File: src/rtl/ksa_prefix_sum.sv
// ksa_prefix_sum: Kogge-Stone prefix network over p/g/cin, one valid/ready register stage per level.
// Defining KSA_OVF_EN adds the registered signed-overflow output out_ovf.
module ksa_prefix_sum #(
    parameter int WIDTH = 16
) (
    input  logic             clk,
    input  logic             rst,
    input  logic             in_valid,
    output logic             in_ready,
    input  logic [WIDTH-1:0] in_p,
    input  logic [WIDTH-1:0] in_g,
    input  logic             in_cin,
    output logic             out_valid,
    input  logic             out_ready,
    output logic [WIDTH-1:0] out_sum,
    output logic             out_cout
`ifdef KSA_OVF_EN
    ,
    output logic             out_ovf
`endif
);
    localparam int LEVELS = $clog2(WIDTH);

    logic [LEVELS-1:0][WIDTH-1:0] g_in, p_in, o_in, g_nx;
    logic [LEVELS-2:0][WIDTH-1:0] p_nx, gs, ps, os;
    logic [LEVELS-1:0]            c_in, v_in, vs, ld;
    logic [LEVELS-2:0]            cs;
    logic [LEVELS:0]              rdy;
    logic [WIDTH-1:0]             carry;

    assign rdy[LEVELS] = out_ready;
    assign in_ready    = rdy[0];
    assign out_valid   = vs[LEVELS-1];
    assign carry       = g_nx[LEVELS-1];

    // Stage k computes prefix level k+1 (span 2^k); the low span bits pass through.
    for (genvar k = 0; k < LEVELS; k++) begin : g_lvl
        if (k == 0) begin : g_first
            assign g_in[k] = {in_g[WIDTH-1:1], in_g[0] | (in_p[0] & in_cin)};
            assign p_in[k] = in_p;
            assign o_in[k] = in_p;
            assign c_in[k] = in_cin;
            assign v_in[k] = in_valid;
        end else begin : g_rest
            assign g_in[k] = gs[k-1];
            assign p_in[k] = ps[k-1];
            assign o_in[k] = os[k-1];
            assign c_in[k] = cs[k-1];
            assign v_in[k] = vs[k-1];
        end
        if (k < LEVELS - 1) begin : g_p
            localparam logic [WIDTH-1:0] LOW = ~({WIDTH{1'b1}} << (1 << k));
            assign p_nx[k] = p_in[k] & ((p_in[k] << (1 << k)) | LOW);
        end
        assign g_nx[k] = g_in[k] | (p_in[k] & (g_in[k] << (1 << k)));
        assign rdy[k]  = !vs[k] | rdy[k+1];
        assign ld[k]   = v_in[k] & rdy[k];
    end

    always_ff @(posedge clk or posedge rst) begin
        if (rst) begin
            vs       <= '0;
            gs       <= '0;
            ps       <= '0;
            os       <= '0;
            cs       <= '0;
            out_sum  <= '0;
            out_cout <= 1'b0;
`ifdef KSA_OVF_EN
            out_ovf  <= 1'b0;
`endif
        end else begin
            for (int i = 0; i < LEVELS; i++)
                if (rdy[i]) vs[i] <= v_in[i];
            for (int i = 0; i < LEVELS - 1; i++)
                if (ld[i]) begin
                    gs[i] <= g_nx[i];
                    ps[i] <= p_nx[i];
                    os[i] <= o_in[i];
                    cs[i] <= c_in[i];
                end
            if (ld[LEVELS-1]) begin
                out_sum  <= o_in[LEVELS-1] ^ {carry[WIDTH-2:0], c_in[LEVELS-1]};
                out_cout <= carry[WIDTH-1];
`ifdef KSA_OVF_EN
                out_ovf  <= carry[WIDTH-1] ^ carry[WIDTH-2];
`endif
            end
        end
    end
endmodule
File: config.mk
export PLATFORM = sky130hd
export DESIGN_NAME = ksa_prefix_sum
export DESIGN_NICKNAME = d
export VERILOG_FILES = /design/src/rtl/ksa_prefix_sum.sv
export SDC_FILE = /design/constraint.sdc
export NUM_CORES = 1
export LEC_CHECK = 0
export CORE_MARGIN = 10
export CORE_UTILIZATION = 50
export CTS_CLUSTER_SIZE = 14
export DETAILED_ROUTE_END_ITERATION = 7
export GPL_TIMING_DRIVEN = 1
export PLACE_DENSITY_LB_ADDON = 0.15
export SLEW_MARGIN = 10
export SYNTH_ARGS = -nofsm -noshare
export SYNTH_HDL_FRONTEND = slang
export SYNTH_SLANG_ARGS = --single-unit
File: constraint.sdc
create_clock -name clk -period 7.5 [get_ports clk]
set_clock_uncertainty 0.1 [all_clocks]
set_input_delay 1.5 -clock clk [delete_from_list [all_inputs] [get_ports clk]]
set_output_delay 1.5 -clock clk [all_outputs]
set_load 0.03 [all_outputs]
# --- Yosys cells after proc, flatten, opt, wreduce, memory -nomap -nowiden ---
# Cells that the tools add are included.
totals:
  wordCells: 44
  in_bits: 37
  ff_bits: 168
classes:
  n_bitwise: 22
  reduce_logical: 4
op_table:
  columns: ["cell", "count"]
  rows:
  - ["$and 16x16->16", 7]
  - ["$or 16x16->16", 4]
  - ["$xor 16x16->16", 1]
  - ["$and 1x1->1", 5]
  - ["$or 1x1->1", 5]
  - ["$logic_not 1->1", 4]

# --- Logic depth before layout (Yosys ltp) ---
# Gate-level depths: netlist (run 1).
depth:
  ltp_word: 6
  depth_mapped: 6

# --- Worst setup path after synthesis (run 1) ---
# No wires, ideal clock.
synth_timing:
  kind: "input-to-output"
  from: "in out_ready"
  to: "out in_ready"
  arrival_time_ns: 2.131
  path_slack_ns: 3.769
  n_path_buf: 1
  cell_stages: 3
  path_cell_list: "and4b_1 -> buf_2 -> nand2_1"
synth_via:
  elab_chain_cells: 4
synth_rtl:
  columns: ["element", "line", "text"]
  rows:
  - ["from (decl)", "14", "input logic out_ready,"]
  - ["$or 1x1->1 (4 in a row)", "56", "assign rdy[k] = !vs[k] | rdy[k+1];"]
  - ["to (decl)", "9", "output logic in_ready,"]
# Every way passes these cells.

# --- Final worst setup path (run 1) ---
# Same ends and word-level chain as after synthesis.

==> impl_metrics.ini, run 1 <==
[outcome]
status = finished, final reports clean

[placed_design]
port_buffers = 55
finalWeightedCongestion = 0.816
dpl-instance-area_um2 = 7010
sum_of_net_half_perimeters_after_detailed_placement_um = 9110

[logic_synthesis]
yosys-top-cells-count = dfrtp_1, mux2_2, a21oi_1
register_bit_count_reported_by_yosys = 154
post_synth_instance_area_um2 = 6380
synth_most_common_cell = dfrtp_1
syn-num-nets = 540
synthesis.yosys.warnings = 0
synth-seq-area-share_pct = 60.4
synthesis.instances = 503
synth-async-reset-ratio_pct = 100
synth_edf_count = 0
yosys.area.top_type_share_pct = 60.4
cell_type_with_the_largest_total_area_after_synthesis = dfrtp_1
ys_dominant_reg_cell = dfrtp_1
synthesis.area_per_instance_um2 = 12.7
post_synth_num_cell_types = 27
synth_top_cells_by_area = dfrtp_1, mux2_2, a21oi_1, mux2i_1, a31oi_1

[min_path]
timing.hold.worst.start = p_in[62]$_DFFE_PP0P_
min_path_type = reg -> reg

[power_and_ir_drop]
cellPowerDensity_nw_per_um2 = 346
peakVddDrop_mv = 0.127
total_leakage_power_uw = 0.00331

[critical_path]
critical_path.max_fanout = 20
worst_path_max_delay_cell = and4b_1
regToRegStartpoint = vs[1]$_DFFE_PP0P_
timing.critical_path.mode_cell = clkdlybuf4s50_1
endpoint_class_of_the_critical_path = primary output
arrival_time_at_the_worst_endpoint_ns = 3.45
startpoint_type = primary input
cp.required_ns = 5.90
crit_type = in -> out
startpoint = out_ready
longest_individual_stage_delay_on_the_worst_path_ns = 0.68
critical_path.cell_chain = clkdlybuf4s50_1 > and4b_1 > nand2_1 > clkdlybuf4s50_1

[sta]
worst_margin_slew_ns = 1.05
grt_setup_unrepaired = no
max_clock_freq_mhz = 198
final_period_util_pct = 67.3
finalWorstPathRequiredPeriod_ns = 5.05
report.final.setup_viol = 0
final_max_slew_viol_count = 0
setup_tns_ns = 0
maxSlewHeadroom_pct = 30.3
finalHoldViolCount = 0

[floorplan]
initial_core_util_pct = 50.7
design.core.area_um2 = 12600
chipHeight_um = 133
std_cell_rows = 41
die_width_um = 133
pin_count = 56
floorplan.die_area_um2 = 17700

[layout]
final_nets = 590
design_area_um2 = 7570
final.fill_count = 1043
share_of_cells_above_drive_strength_1_pct = 21.1
layout-area-overhead-vs-synth_pct = 18.8
ant_cells = 0
utilization_of_the_core_after_routing_pct = 60.2

[global_routing]
grt_pass1_vias = 4093
globalRouteTotalUtil_pct = 15.1
grt_pass1_wl_um = 21300
globalRoute.totalOverflow = 0
maximum_number_of_pins_on_one_net_before_global_route_repair = 86
grt_antenna_before_repair = 0

[cts]
max-clock-path-buffers = 2
cts.sinks = 154
cts_resized = 0
cts_made_buffers = 17
cts-root-buf = clkbuf_16
path_clk_slew_ns = 0.06
cts_htree_levels = 4
tritoncts_clock_tree = built
cts_setup_buffers = 0
clock_latency_ns = 0.42
cts_hold_buf = 0

[flow_run]
max_cap_viol_count = 0

[route]
post_route_antenna_net_violation_count = 0
drt_iter0_markers = 315
via_count = 3987
vias_per_cell = 5.41
detail_route.drc_violations = 0
drt-wirelength-per-cell_um = 17.4
wirelength_um = 12800
first_pass_iters = 4
[registers in the layout (all words and copies together) (netlist names)]
signal and cells:
cs 3, out_cout 1, vs 4, p_in 37, o_in 45, g_in 48, out_sum 16
[layer usage]
| metal | GRT usage, % | vias up | routed length [um] |
|---|---|---|---|
| met5 | 0 | - | 0 |
| met4 | 4.95 | 0 | 172 |
| met3 | 3.90 | 16 | 550 |
| met2 | 22.8 | 68 | 5990 |
| met1 | 20.6 | 2007 | 6080 |
| li1 | - | 1896 | - |
[worst paths after layout]
check                                           to  slack [ns]  cells after the start
min                           p_in[62]$_DFFE_PP0P_        0.39                      1
min in group asynchronous  out_sum[15]$_DFFE_PP0P_        1.44                      2
max in group asynchronous     p_in[63]$_DFFE_PP0P_        4.38                      3
min reg2reg                   p_in[62]$_DFFE_PP0P_        0.39                      1
max reg2reg                   o_in[38]$_DFFE_PP0P_        4.03                      3
max                                       in_ready        2.45                      4
[placed cells by master, fill, tap and decap left out, types with 3 or more instances in the layout]
master / instances
o21ai_0: 24
xor2_1: 9
xnor2_1: 7
clkdlybuf4s50_1: 55
clkinv_2: 8
buf_4: 3
dfrtp_1: 154
nand2_1: 18
a21bo_2: 8
nand2b_1: 4
nand4_1: 8
mux2_2: 72
clkbuf_8: 5
inv_1: 30
clkbuf_16: 17
a21oi_1: 71
a31oi_1: 22
mux2i_1: 29
o31ai_1: 12
[cell families after synthesis]
logic type / Yosys count / share of synthesized area [%]
mux: 102 / 17.5
flops: 154 / 60.4
compound gates: 139 / 12.6
xor+xnor: 16 / 2.20
simple gates: 34 / 2.81
buf+inv: 58 / 4.47
[area by class of cell]
cell class	instances	area (um^2)	area share, %
inverter	31	121	1.60
multi-input combinational	291	2240	29.6
tap	172	215	2.84
timing repair buffer	58	573	7.57
clock buffer	22	494	6.53
sequential	154	3850	50.9
clock inverter	9	70.1	0.925
[critical path, delay by kind of cell]
family | cells | cell delay [ns]
and+or+nand+nor | 2 | 0.86
buffers and inverters | 2 | 1.08
[metrics by stage]
step	power (uW)	setup WS [ns]	std cells	hold slack [ns]
6_report	2620	2.45	737	0.387
4_1_cts	2650	2.43	737	0.390
2_1_floorplan	1610	1.75	503	0.363
3_5_place_dp	1840	2.45	706	0.378
3_3_place_gp	1820	2.51	706	0.372
5_1_grt	2760	2.31	737	0.403
[power breakdown]
group / switching, uW / leakage (uW) / internal, uW / total [uW]
registers: 163 / 0.00181 / 1050 / 1210
clock network: 313 / 0.000291 / 493 / 806
logic: 295 / 0.00121 / 313 / 608
No activity file was read; power rests on OpenSTA's default activity.
==> run 2: changes to the inputs <==
==> constraint.sdc (replaced) <==
create_clock -name clk -period 5.05 [get_ports clk]
set_clock_uncertainty 0.1 [all_clocks]
set_input_delay 1.01 -clock clk [delete_from_list [all_inputs] [get_ports clk]]
set_output_delay 1.01 -clock clk [all_outputs]
set_load 0.03 [all_outputs]
==> impl_metrics.ini, run 2 (synthesis results as in run 1) <==
[outcome]
status = finished, final reports clean

[flow_run]
max_cap_viol_count = 0

[sta]
grt_setup_unrepaired = no
finalWorstPathRequiredPeriod_ns = 4.05
final_max_slew_viol_count = 0
final_period_util_pct = 80.3
finalHoldViolCount = 0
maxSlewHeadroom_pct = 49.3
max_clock_freq_mhz = 247
report.final.setup_viol = 0
worst_margin_slew_ns = 0.759
setup_tns_ns = 0

[floorplan]
floorplan.die_area_um2 = 17700
die_width_um = 133
chipHeight_um = 133
pin_count = 56
std_cell_rows = 41
initial_core_util_pct = 50.7
design.core.area_um2 = 12600

[route]
wirelength_um = 12900
drt-wirelength-per-cell_um = 17.4
first_pass_iters = 4
detail_route.drc_violations = 0
drt_iter0_markers = 285
vias_per_cell = 5.39
via_count = 3997
post_route_antenna_net_violation_count = 0

[layout]
ant_cells = 0
final.fill_count = 1023
final_cells = 742
utilization_of_the_core_after_routing_pct = 61.2
layout.cells.most_common = dfrtp_1
layout.cells.most_common_list = dfrtp_1, mux2_2, a21oi_1
layout-area-overhead-vs-synth_pct = 20.6
final_nets = 594
design_area_um2 = 7690
largest_register_ffs = 48
share_of_cells_above_drive_strength_1_pct = 21.4

[cts]
cts_setup_buffers = 0
clock_latency_ns = 0.42
tritoncts_clock_tree = built
cts_htree_levels = 4
cts-root-buf = clkbuf_16
max-clock-path-buffers = 2
cts_made_buffers = 17
cts.sinks = 154
cts_resized = 0
path_clk_slew_ns = 0.06
cts_hold_buf = 0

[power_and_ir_drop]
pwr-share-comb_pct = 22.6
pwr-share-clk_pct = 33.6
post-layout-total-power_uw = 4070
switch_share_pct = 28.5
cellInternalPower_uw = 2910
total_leakage_power_uw = 0.00334
share_seq_of_total_power_pct = 43.9
netSwitchingPower_uw = 1160
cellPowerDensity_nw_per_um2 = 529
peakVddDrop_mv = 0.223

[global_routing]
grt_pass1_vias = 4230
globalRouteTotalUtil_pct = 15.1
grt_pass1_wl_um = 21600
grt_antenna_before_repair = 0
globalRoute.totalOverflow = 0
maximum_number_of_pins_on_one_net_before_global_route_repair = 90

[min_path]
min_path_type = reg -> reg

[critical_path]
crit_type = in -> out
endpoint_class_of_the_critical_path = primary output
arrival_time_at_the_worst_endpoint_ns = 2.94
startpoint_type = primary input
critical_path.max_fanout = 20
cp.required_ns = 3.94

[placed_design]
dpl-instance-area_um2 = 7050
sum_of_net_half_perimeters_after_detailed_placement_um = 9050
number_of_placed_instances_with_taps_included = 710
finalWeightedCongestion = 0.791
port_buffers = 55
## run 2: layout make-up
type	count	area (um^2)	share of cell area [%]
clock buffer	20	447	5.81
sequential	154	3850	50.1
multi-input combinational	291	2240	29.2
clock inverter	12	196	2.55
inverter	31	120	1.56
tap	172	215	2.80
timing repair buffer	62	616	8.00
## run 2: through the flow
stage / setup WS, ns / hold slack (ns)
final: 0.996 / 0.392
after global routing: 0.892 / 0.407
after CTS: 0.984 / 0.391
after detailed placement: 0.998 / 0.378
after global placement: 1.04 / 0.372
after floorplan: 2.00 / 0.363
## run 2: power groups by stage
stage,logic (uW),registers (uW),clock network [uW]
after detailed placement,932,1810,0
after CTS,937,1790,1390
after floorplan,532,1860,0
after global placement,913,1800,0
final,918,1790,1370
after global routing,1010,1830,1450
## run 2: final timing paths
kind / from / endpoint / slack (ns) / cells after the start
min in group asynchronous: rst / o_in[60]$_DFFE_PP0P_ / 0.97 / 2
setup / recovery: out_ready / in_ready / 1.0 / 4
setup reg to reg: vs[2]$_DFFE_PP0P_ / o_in[54]$_DFFE_PP0P_ / 2.64 / 4
max in group asynchronous: rst / o_in[20]$_DFFE_PP0P_ / 2.99 / 3
hold / removal: p_in[57]$_DFFE_PP0P_ / p_in[57]$_DFFE_PP0P_ / 0.39 / 1
hold reg to reg: p_in[57]$_DFFE_PP0P_ / p_in[57]$_DFFE_PP0P_ / 0.39 / 1
## run 2: worst max-delay path: stages
cell             delay [ns]
clkdlybuf4s50_1        0.44
and4b_1                0.71
nand2_1                0.15
clkdlybuf4s50_1        0.64
## run 2: layer usage
layer,track usage (%),up-vias,wire (um),part of all wire (%)
met5,0,-,0,0
met4,5.32,0,89,0.69
met3,3.48,7,512,4.0
met2,22.5,71,6010,47
met1,21.1,2010,6290,49
li1,-,1909,-,-
